File: config.mk
export PLATFORM = sky130hd
export DESIGN_NAME = regfile_bypass_sb_flat
export DESIGN_NICKNAME = d
export VERILOG_FILES = /design/src/rtl/regfile_bypass_sb_pkg.sv /design/src/rtl/regfile_bypass_sb_if.sv /design/src/rtl/regfile_bypass_sb_nbit_reg.sv /design/src/rtl/regfile_bypass_sb.sv /design/src/flat_wrapper.sv
export SDC_FILE = /design/constraint.sdc
export NUM_CORES = 1
export LEC_CHECK = 0
export ABC_AREA = 0
export CAP_MARGIN = 30
export CORE_UTILIZATION = 45
export CTS_CLUSTER_SIZE = 30
export DETAILED_ROUTE_END_ITERATION = 8
export GPL_TIMING_DRIVEN = 0
export SYNTH_ARGS = -nofsm -noshare
export SYNTH_HDL_FRONTEND = slang
export SYNTH_SLANG_ARGS = --single-unit
File: constraint.sdc
create_clock -name clk -period 5.9 [get_ports clk]
set_input_delay 0.885 -clock clk [delete_from_list [all_inputs] [get_ports clk]]
set_output_delay 0.885 -clock clk [all_outputs]
set_load 0.05 [all_outputs]
File: src/rtl/regfile_bypass_sb_pkg.sv
// regfile_bypass_sb_pkg: shared default widths for the bypassing register file
package regfile_bypass_sb_pkg;
  localparam int S_W = 3;
  localparam int N_W = 16;
endpackage

File: src/rtl/regfile_bypass_sb_if.sv
// regfile_bypass_sb_if: read/write/reserve port bundle of the register file
interface regfile_bypass_sb_if
  import regfile_bypass_sb_pkg::*;
#(
  parameter int s = S_W,
  parameter int n = N_W
);
  logic         gwe;
  logic [s-1:0] rs_sel;
  logic [s-1:0] rt_sel;
  logic [n-1:0] rs_data;
  logic [n-1:0] rt_data;
  logic         rs_busy;
  logic         rt_busy;
  logic [s-1:0] rd_sel;
  logic         rd_we;
  logic [n-1:0] rd_data;
  logic [s-1:0] rsv_sel;
  logic         rsv_en;
  logic         any_busy;
  modport master (
    output gwe, rs_sel, rt_sel, rd_sel, rd_we, rd_data, rsv_sel, rsv_en,
    input  rs_data, rt_data, rs_busy, rt_busy, any_busy
  );
  modport slave (
    input  gwe, rs_sel, rt_sel, rd_sel, rd_we, rd_data, rsv_sel, rsv_en,
    output rs_data, rt_data, rs_busy, rt_busy, any_busy
  );
endinterface

File: src/rtl/regfile_bypass_sb_nbit_reg.sv
// regfile_bypass_sb_nbit_reg: n-bit register, async active-high clear, sync enable
module regfile_bypass_sb_nbit_reg #(
  parameter int n = 16
) (
  input  logic         clk,
  input  logic         rst,
  input  logic         i_en,
  input  logic [n-1:0] i_d,
  output logic [n-1:0] o_q
);
  logic [n-1:0] r_q;
  always_ff @(posedge clk or posedge rst)
    if (rst) r_q <= '0;
    else if (i_en) r_q <= i_d;
  assign o_q = r_q;
endmodule

File: src/rtl/regfile_bypass_sb.sv
// regfile_bypass_sb: 2**s x n register file with write-to-read bypass and busy scoreboard
module regfile_bypass_sb
  import regfile_bypass_sb_pkg::*;
#(
  parameter int s = S_W,
  parameter int n = N_W
) (
  input logic              clk,
  input logic              rst,
  regfile_bypass_sb_if.slave i_rf
);
  localparam int l = 1 << s;
  logic [l-1:0]   w_hit;
  logic [l-1:0]   w_we;
  logic [l-1:0]   w_rsv;
  logic [l-1:0]   w_busy;
  logic [l-1:0]   w_busy_d;
  logic [l*n-1:0] w_bus;
  logic           w_wr;
  logic           w_rs_byp;
  logic           w_rt_byp;
  assign w_wr = i_rf.gwe & i_rf.rd_we;
  genvar i;
  for (i = 0; i < l; i++) begin : g_reg
    assign w_hit[i]    = i_rf.rd_we && (i_rf.rd_sel == s'(i));
    assign w_we[i]     = i_rf.gwe & w_hit[i];
    assign w_rsv[i]    = i_rf.rsv_en && (i_rf.rsv_sel == s'(i));
    // reserve is OR'd last so it overrides a same-cycle write-back clear
    assign w_busy_d[i] = (w_busy[i] & ~w_hit[i]) | w_rsv[i];
    regfile_bypass_sb_nbit_reg #(.n(n)) u_data (
      .clk  (clk),
      .rst  (rst),
      .i_en (w_we[i]),
      .i_d  (i_rf.rd_data),
      .o_q  (w_bus[i*n +: n])
    );
    regfile_bypass_sb_nbit_reg #(.n(1)) u_busy (
      .clk  (clk),
      .rst  (rst),
      .i_en (i_rf.gwe),
      .i_d  (w_busy_d[i]),
      .o_q  (w_busy[i])
    );
  end
  assign w_rs_byp      = w_wr && (i_rf.rd_sel == i_rf.rs_sel);
  assign w_rt_byp      = w_wr && (i_rf.rd_sel == i_rf.rt_sel);
  assign i_rf.rs_data  = w_rs_byp ? i_rf.rd_data : w_bus[i_rf.rs_sel*n +: n];
  assign i_rf.rt_data  = w_rt_byp ? i_rf.rd_data : w_bus[i_rf.rt_sel*n +: n];
  assign i_rf.rs_busy  = w_busy[i_rf.rs_sel] & ~w_rs_byp;
  assign i_rf.rt_busy  = w_busy[i_rf.rt_sel] & ~w_rt_byp;
  assign i_rf.any_busy = |w_busy;
endmodule
File: src/flat_wrapper.sv
// flat-port wrapper written by rule: the top's interface ports become plain ports
module regfile_bypass_sb_flat import regfile_bypass_sb_pkg::*;
#(
  parameter int s = S_W,
  parameter int n = N_W
)
  (clk, rst, i_rf_gwe, i_rf_rs_sel, i_rf_rt_sel, i_rf_rd_sel, i_rf_rd_we, i_rf_rd_data, i_rf_rsv_sel, i_rf_rsv_en, i_rf_rs_data, i_rf_rt_data, i_rf_rs_busy, i_rf_rt_busy, i_rf_any_busy);
  regfile_bypass_sb_if #(.s(s), .n(n)) i_rf_i ();
  input logic clk;
  input logic rst;
  input wire logic [$bits(i_rf_i.gwe)-1:0] i_rf_gwe;
  input wire logic [$bits(i_rf_i.rs_sel)-1:0] i_rf_rs_sel;
  input wire logic [$bits(i_rf_i.rt_sel)-1:0] i_rf_rt_sel;
  input wire logic [$bits(i_rf_i.rd_sel)-1:0] i_rf_rd_sel;
  input wire logic [$bits(i_rf_i.rd_we)-1:0] i_rf_rd_we;
  input wire logic [$bits(i_rf_i.rd_data)-1:0] i_rf_rd_data;
  input wire logic [$bits(i_rf_i.rsv_sel)-1:0] i_rf_rsv_sel;
  input wire logic [$bits(i_rf_i.rsv_en)-1:0] i_rf_rsv_en;
  output wire logic [$bits(i_rf_i.rs_data)-1:0] i_rf_rs_data;
  output wire logic [$bits(i_rf_i.rt_data)-1:0] i_rf_rt_data;
  output wire logic [$bits(i_rf_i.rs_busy)-1:0] i_rf_rs_busy;
  output wire logic [$bits(i_rf_i.rt_busy)-1:0] i_rf_rt_busy;
  output wire logic [$bits(i_rf_i.any_busy)-1:0] i_rf_any_busy;
  assign i_rf_i.gwe = i_rf_gwe;
  assign i_rf_i.rs_sel = i_rf_rs_sel;
  assign i_rf_i.rt_sel = i_rf_rt_sel;
  assign i_rf_i.rd_sel = i_rf_rd_sel;
  assign i_rf_i.rd_we = i_rf_rd_we;
  assign i_rf_i.rd_data = i_rf_rd_data;
  assign i_rf_i.rsv_sel = i_rf_rsv_sel;
  assign i_rf_i.rsv_en = i_rf_rsv_en;
  assign i_rf_rs_data = i_rf_i.rs_data;
  assign i_rf_rt_data = i_rf_i.rt_data;
  assign i_rf_rs_busy = i_rf_i.rs_busy;
  assign i_rf_rt_busy = i_rf_i.rt_busy;
  assign i_rf_any_busy = i_rf_i.any_busy;
  regfile_bypass_sb #(.s(s), .n(n)) u_core (.clk(clk), .rst(rst), .i_rf(i_rf_i));
endmodule
Word-level counts from Yosys, hierarchy flattened

Index checks and enable logic that the tools add are counted.

Bits in registers: 136
Bits of input ports: 33
Output and inout bits: 35

Order comparisons: 2
Equality and inequality tests: 16
Shifts and indexed selects: 2
Mux-type cells: 6
Bitwise logic cells: 37
Reduce and logical (&&, ||, !) cells: 21

Operators by type and width:

| cell                 | count |
|---|---|
| $shiftx A128 B8 Y16  | 2 |
| $mux W16             | 2 |
| $eq A3 B3 Y1 const B | 8 |
| $and A1 B1 Y1        | 19 |
| $logic_and A1 B1 Y1  | 18 |
| $eq A3 B2 Y1 const B | 4 |
| $not A1 Y1           | 10 |
| $lt A3 B4 Y1 const B | 2 |
| $or A1 B1 Y1         | 8 |
| $reduce_or A8 Y1     | 1 |
| $bmux W1 S3          | 2 |
| $eq A3 B1 Y1 const B | 2 |
| $eq A3 B3 Y1         | 2 |
| $logic_not A3 Y1     | 2 |
| $mux W1              | 2 |

Logic depth before layout (Yosys ltp)

Depth after elaboration: 5
Gate-level depth with buffers: 6

Hierarchy

From an unflattened synthesis, not the netlist that was laid out.

Cell total of the unflattened synthesis: 513
Area, all modules: 8341.8 µm²

By module, submodules not included:

| module                                                   | times used | cells an instance | area an instance (µm²) | seq. area each (µm²) |
|---|---|---|---|---|
| regfile_bypass_sb_nbit_reg at u_core.g_reg[0].u_data ... | 8          | 35                | 653.1                  | 400.4 |
| regfile_bypass_sb                                        | 1          | 209               | 2766.4                 | 0.0 |
| regfile_bypass_sb_nbit_reg at u_core.g_reg[0].u_busy ... | 8          | 3                 | 43.8                   | 25.0 |

Worst setup path after synthesis

Ideal clock, no wire load.

Path kind: input port to output port
From: in i_rf_rs_sel[1]
To: out i_rf_rs_data[0]
Arrival: 2481 ps
Slack: 2534 ps
Cell stages on the path: 5
Path buffers: 2
Cells stage by stage: clkbuf_1 buf_1 mux4_2 mux2_2 mux2_2

Cells in the longest elaborated chain, start to end: 3
Elaborated cells between the ends (all ways): 4

Ends and longest elaborated chain:

| element                                                                     | RTL line                | RTL |
|---|---|---|
| from (decl)                                                                 | flat_wrapper.sv:12      | `input wire logic [$bits(i_rf_i.rs_sel)-1:0] i_rf_rs_sel;` |
| parallel branches: the longest is 2 deep, another holds $shiftx A128 B8 Y16 | -                       |  |
| $mux W16 (*)                                                                | regfile_bypass_sb.sv:47 | `assign i_rf.rs_data = w_rs_byp ? i_rf.rd_data : w_bus[i_rf.rs_sel*n +: n];` |
| to (decl)                                                                   | flat_wrapper.sv:19      | `output wire logic [$bits(i_rf_i.rs_data)-1:0] i_rf_rs_data;` |

Mark *: on every way between the ends.

Final worst setup path

From: in i_rf_rs_sel[1]
To: out i_rf_rs_data[2]

The elaborated chain is that of the path after synthesis.

==> flow_metrics.tcl <==
set metrics [dict create \
    yosys-top-cells-area "dfrtp_1 (44%), mux2_2 (26%), mux4_2 (20%)" \
    p_seq_frac 0.381 \
    synth_top_area_frac 0.438 \
    postSynthAreaPerCell_um2 15.6 \
    cts-resized-gates 0 \
    postRouteAntennaNets 0 \
    fin_tns_setup_ns 0 \
    root_buffer "clkbuf_16" \
    cts_hold_buf 0 \
    max_freq_ghz 0.217 \
    nFillCells 1383 \
    num-nets-final 595 \
    synth_ff_type "dfrtp_1" \
    slew_headroom 0.328 \
    holdCritPathClass "reg -> reg" \
    ys_seq_elements 136 \
    ys_types 26 \
    p_comb_frac 0.330 \
    initial_core_util 0.465 \
    leakagePower_nw 3.71 \
    yosys_warnings 0 \
    final_util 0.543 \
    ys_async_sr_fraction 1.00 \
    grt_usage 0.239 \
    antenna_cells 0 \
    drive_gt1_frac 0.562 \
    power_w 0.00343 \
    dp_cells 763 \
    synth_xor_area_frac 0.00676 \
    fin_skew_ns 0 \
    path_max_fanout 10 \
    cp_common_cell "mux2_2" \
    clk_latency_ns 0.42 \
    grt_max_degree 72 \
    rows 47 \
    clockBufferDepth 2 \
    pin_count 68 \
    vdd_drop_max_mv 0.274 \
    postCtsSetupBuffers 0 \
    setup_violations 0 \
    die_h_um 133 \
    die_x_um 133 \
    crit_buf_inv 3 \
    slowest_stage "buf_1" \
    wl_um 19600 \
    syn_nets 531 \
    vias 4696 \
    cts_tree "done" \
    fin_cells 795 \
    synth_edf_count 0 \
    yosys.area_share.adder 0 \
    drc 0 \
    area_growth_syn_to_layout_pct 16.7 \
    slew_violations 0 \
    tightest_slew_ns 1.00 \
    core-area_um2 16700 \
    critical_path.max_stage_delay_ns 0.75 \
    layout_min_cycle_time_ns 4.61 \
    synthSimpleGateAreaFrac 0.0209 \
    endpoint_kind "primary output" \
    syn_area_um2 7770 \
    cts.htree.levels 4 \
    hpwl_um 12500 \
    synth_largest_area_cell "dfrtp_1" \
    pwr_density_cell_nw_per_um2 379 \
    dieArea_um2 17800 \
    required_ns 5.02 \
    worstSetupStartpointType "primary input" \
    drtIter0Drc 277 \
    synth_compound_area_frac 0.00902 \
    finalWeightedCongestion 0.756 \
    dr.pass1.iters 4 \
    status "finished, final reports clean" \
    synth_common_cells "mux2_2 (176), dfrtp_1 (136), mux4_2 (68), buf_1 (21), mux2_4 (18)" \
    p_clk_frac 0.289 \
    worst_path_dominant_cell_family "buffers and inverters" \
    hold_viol 0 \
    grt_pass1_wl_um 31000 \
    muxShareOfSynthArea 0.487 \
    finalCritPeriodShare 0.781 \
    cts_sinks 136 \
    worstPathCellList "clkbuf_1 > buf_1 > mux4_2 > mux2_2 > mux2_2 > clkdlybuf4s50_1" \
    first_global_vias 5172 \
    avgViaCountPerCell 5.91 \
    critPathKind "in -> out" \
    synth_top_family_by_area "multiplexers" \
    max-cap-violations 0 \
    cts_buffers 17 \
    avgRoutedWirePerCell_um 24.6 \
    portBuffers 44 \
    syn_inst 498 \
    swShare 0.328 \
    arrival_ns 3.72 \
    synth_most_common_cell "mux2_2" \
    switching_power_w 0.00112 \
    rsz0062_at_grt "false" \
    seq_area_frac_synth 0.438 \
    antenna_found_initial 0 \
    grt-ovfl-total 0 \
    cts.reportedPaths.clkPinSlew_ns 0.06 \
    p_int_w 0.00231 \
]
[final cells by class]
cell class                      count  area [um2]  share of cell area
Timing Repair Buffer               45         468              0.0516
Buffer                             51         285              0.0315
Clock inverter                     15         120              0.0133
Clock buffer                       17         425              0.0469
Sequential cell                   136        3400               0.376
Inverter                            3        16.3             0.00179
Multi-Input combinational cell    308        4070               0.449
Tap cell                          220         275              0.0304
[placed cells by master (no fill, tap or decap), types with 3 or more instances in the layout]
master / count
buf_1: 21
buf_2: 11
buf_4: 7
buf_6: 5
clkbuf_1: 6
clkbuf_16: 17
clkdlybuf4s50_1: 44
clkinvlp_4: 6
dfrtp_1: 136
inv_6: 8
mux2_2: 176
mux2_4: 18
mux4_2: 68
nand2_1: 5
nand2b_1: 4
nand3_1: 3
nor2_1: 4
o21ai_0: 8
xor2_1: 6
[cell families after synthesis]
group,after synthesis
AOI/OAI and AO/OA,12
xor gates and xnor gates,6
buffers and inverters,54
DFF,136
muxes,262
and+or+nand+nor,28
[metrics by stage]
stage,setup WS (ns),instance area [um2],hold WS (ns)
2_1_floorplan,1.38,7770,0.490
3_3_place_gp,-0.596,8480,0.501
3_5_place_dp,1.32,8520,0.512
4_1_cts,1.31,9060,0.526
5_1_grt,1.23,9060,0.540
6_report,1.29,9060,0.523
[metal layers]
| metal | GRT usage | routed length [um] |
|---|---|---|
| met5 | 0 | 0 |
| met1 | 0.310 | 8720 |
| met4 | 0.0739 | 341 |
| met3 | 0.0533 | 652 |
| met2 | 0.401 | 9850 |
[registers in the layout, summed over array words and instances, names as in the netlist]
| signal | cells |
|---|---|
| u_core.g.u_busy.o_q | 8 |
| u_core.g.u_data.o_q | 128 |
[worst paths after layout]
path / startpoint / to / slack, ns / cells past startpoint
worst max-delay path: i_rf_rs_sel[1] / i_rf_rs_data[2] / 1.29 / 6
worst min-delay path: u_core.g_reg[2].u_data.o_q[4]$_DFFE_PP0P_ / u_core.g_reg[2].u_data.o_q[4]$_DFFE_PP0P_ / 0.52 / 1
worst max register to register: u_core.g_reg[1].u_data.o_q[1]$_DFFE_PP0P_ / u_core.g_reg[1].u_data.o_q[1]$_DFFE_PP0P_ / 5.11 / 1
worst min register to register: u_core.g_reg[2].u_data.o_q[4]$_DFFE_PP0P_ / u_core.g_reg[2].u_data.o_q[4]$_DFFE_PP0P_ / 0.52 / 1
max in group asynchronous: rst / u_core.g_reg[2].u_data.o_q[3]$_DFFE_PP0P_ / 4.18 / 3
min in group asynchronous: rst / u_core.g_reg[5].u_data.o_q[13]$_DFFE_PP0P_ / 0.93 / 2
[power by group through the flow]
stage,logic (W),registers [W],clock network (W)
2_1_floorplan,0.000898,0.00127,0
3_3_place_gp,0.00112,0.00130,0
3_5_place_dp,0.00114,0.00132,0
4_1_cts,0.00114,0.00130,0.00101
5_1_grt,0.00120,0.00134,0.00105
6_report,0.00113,0.00131,0.000991
(Power assumes the default switching activity.)
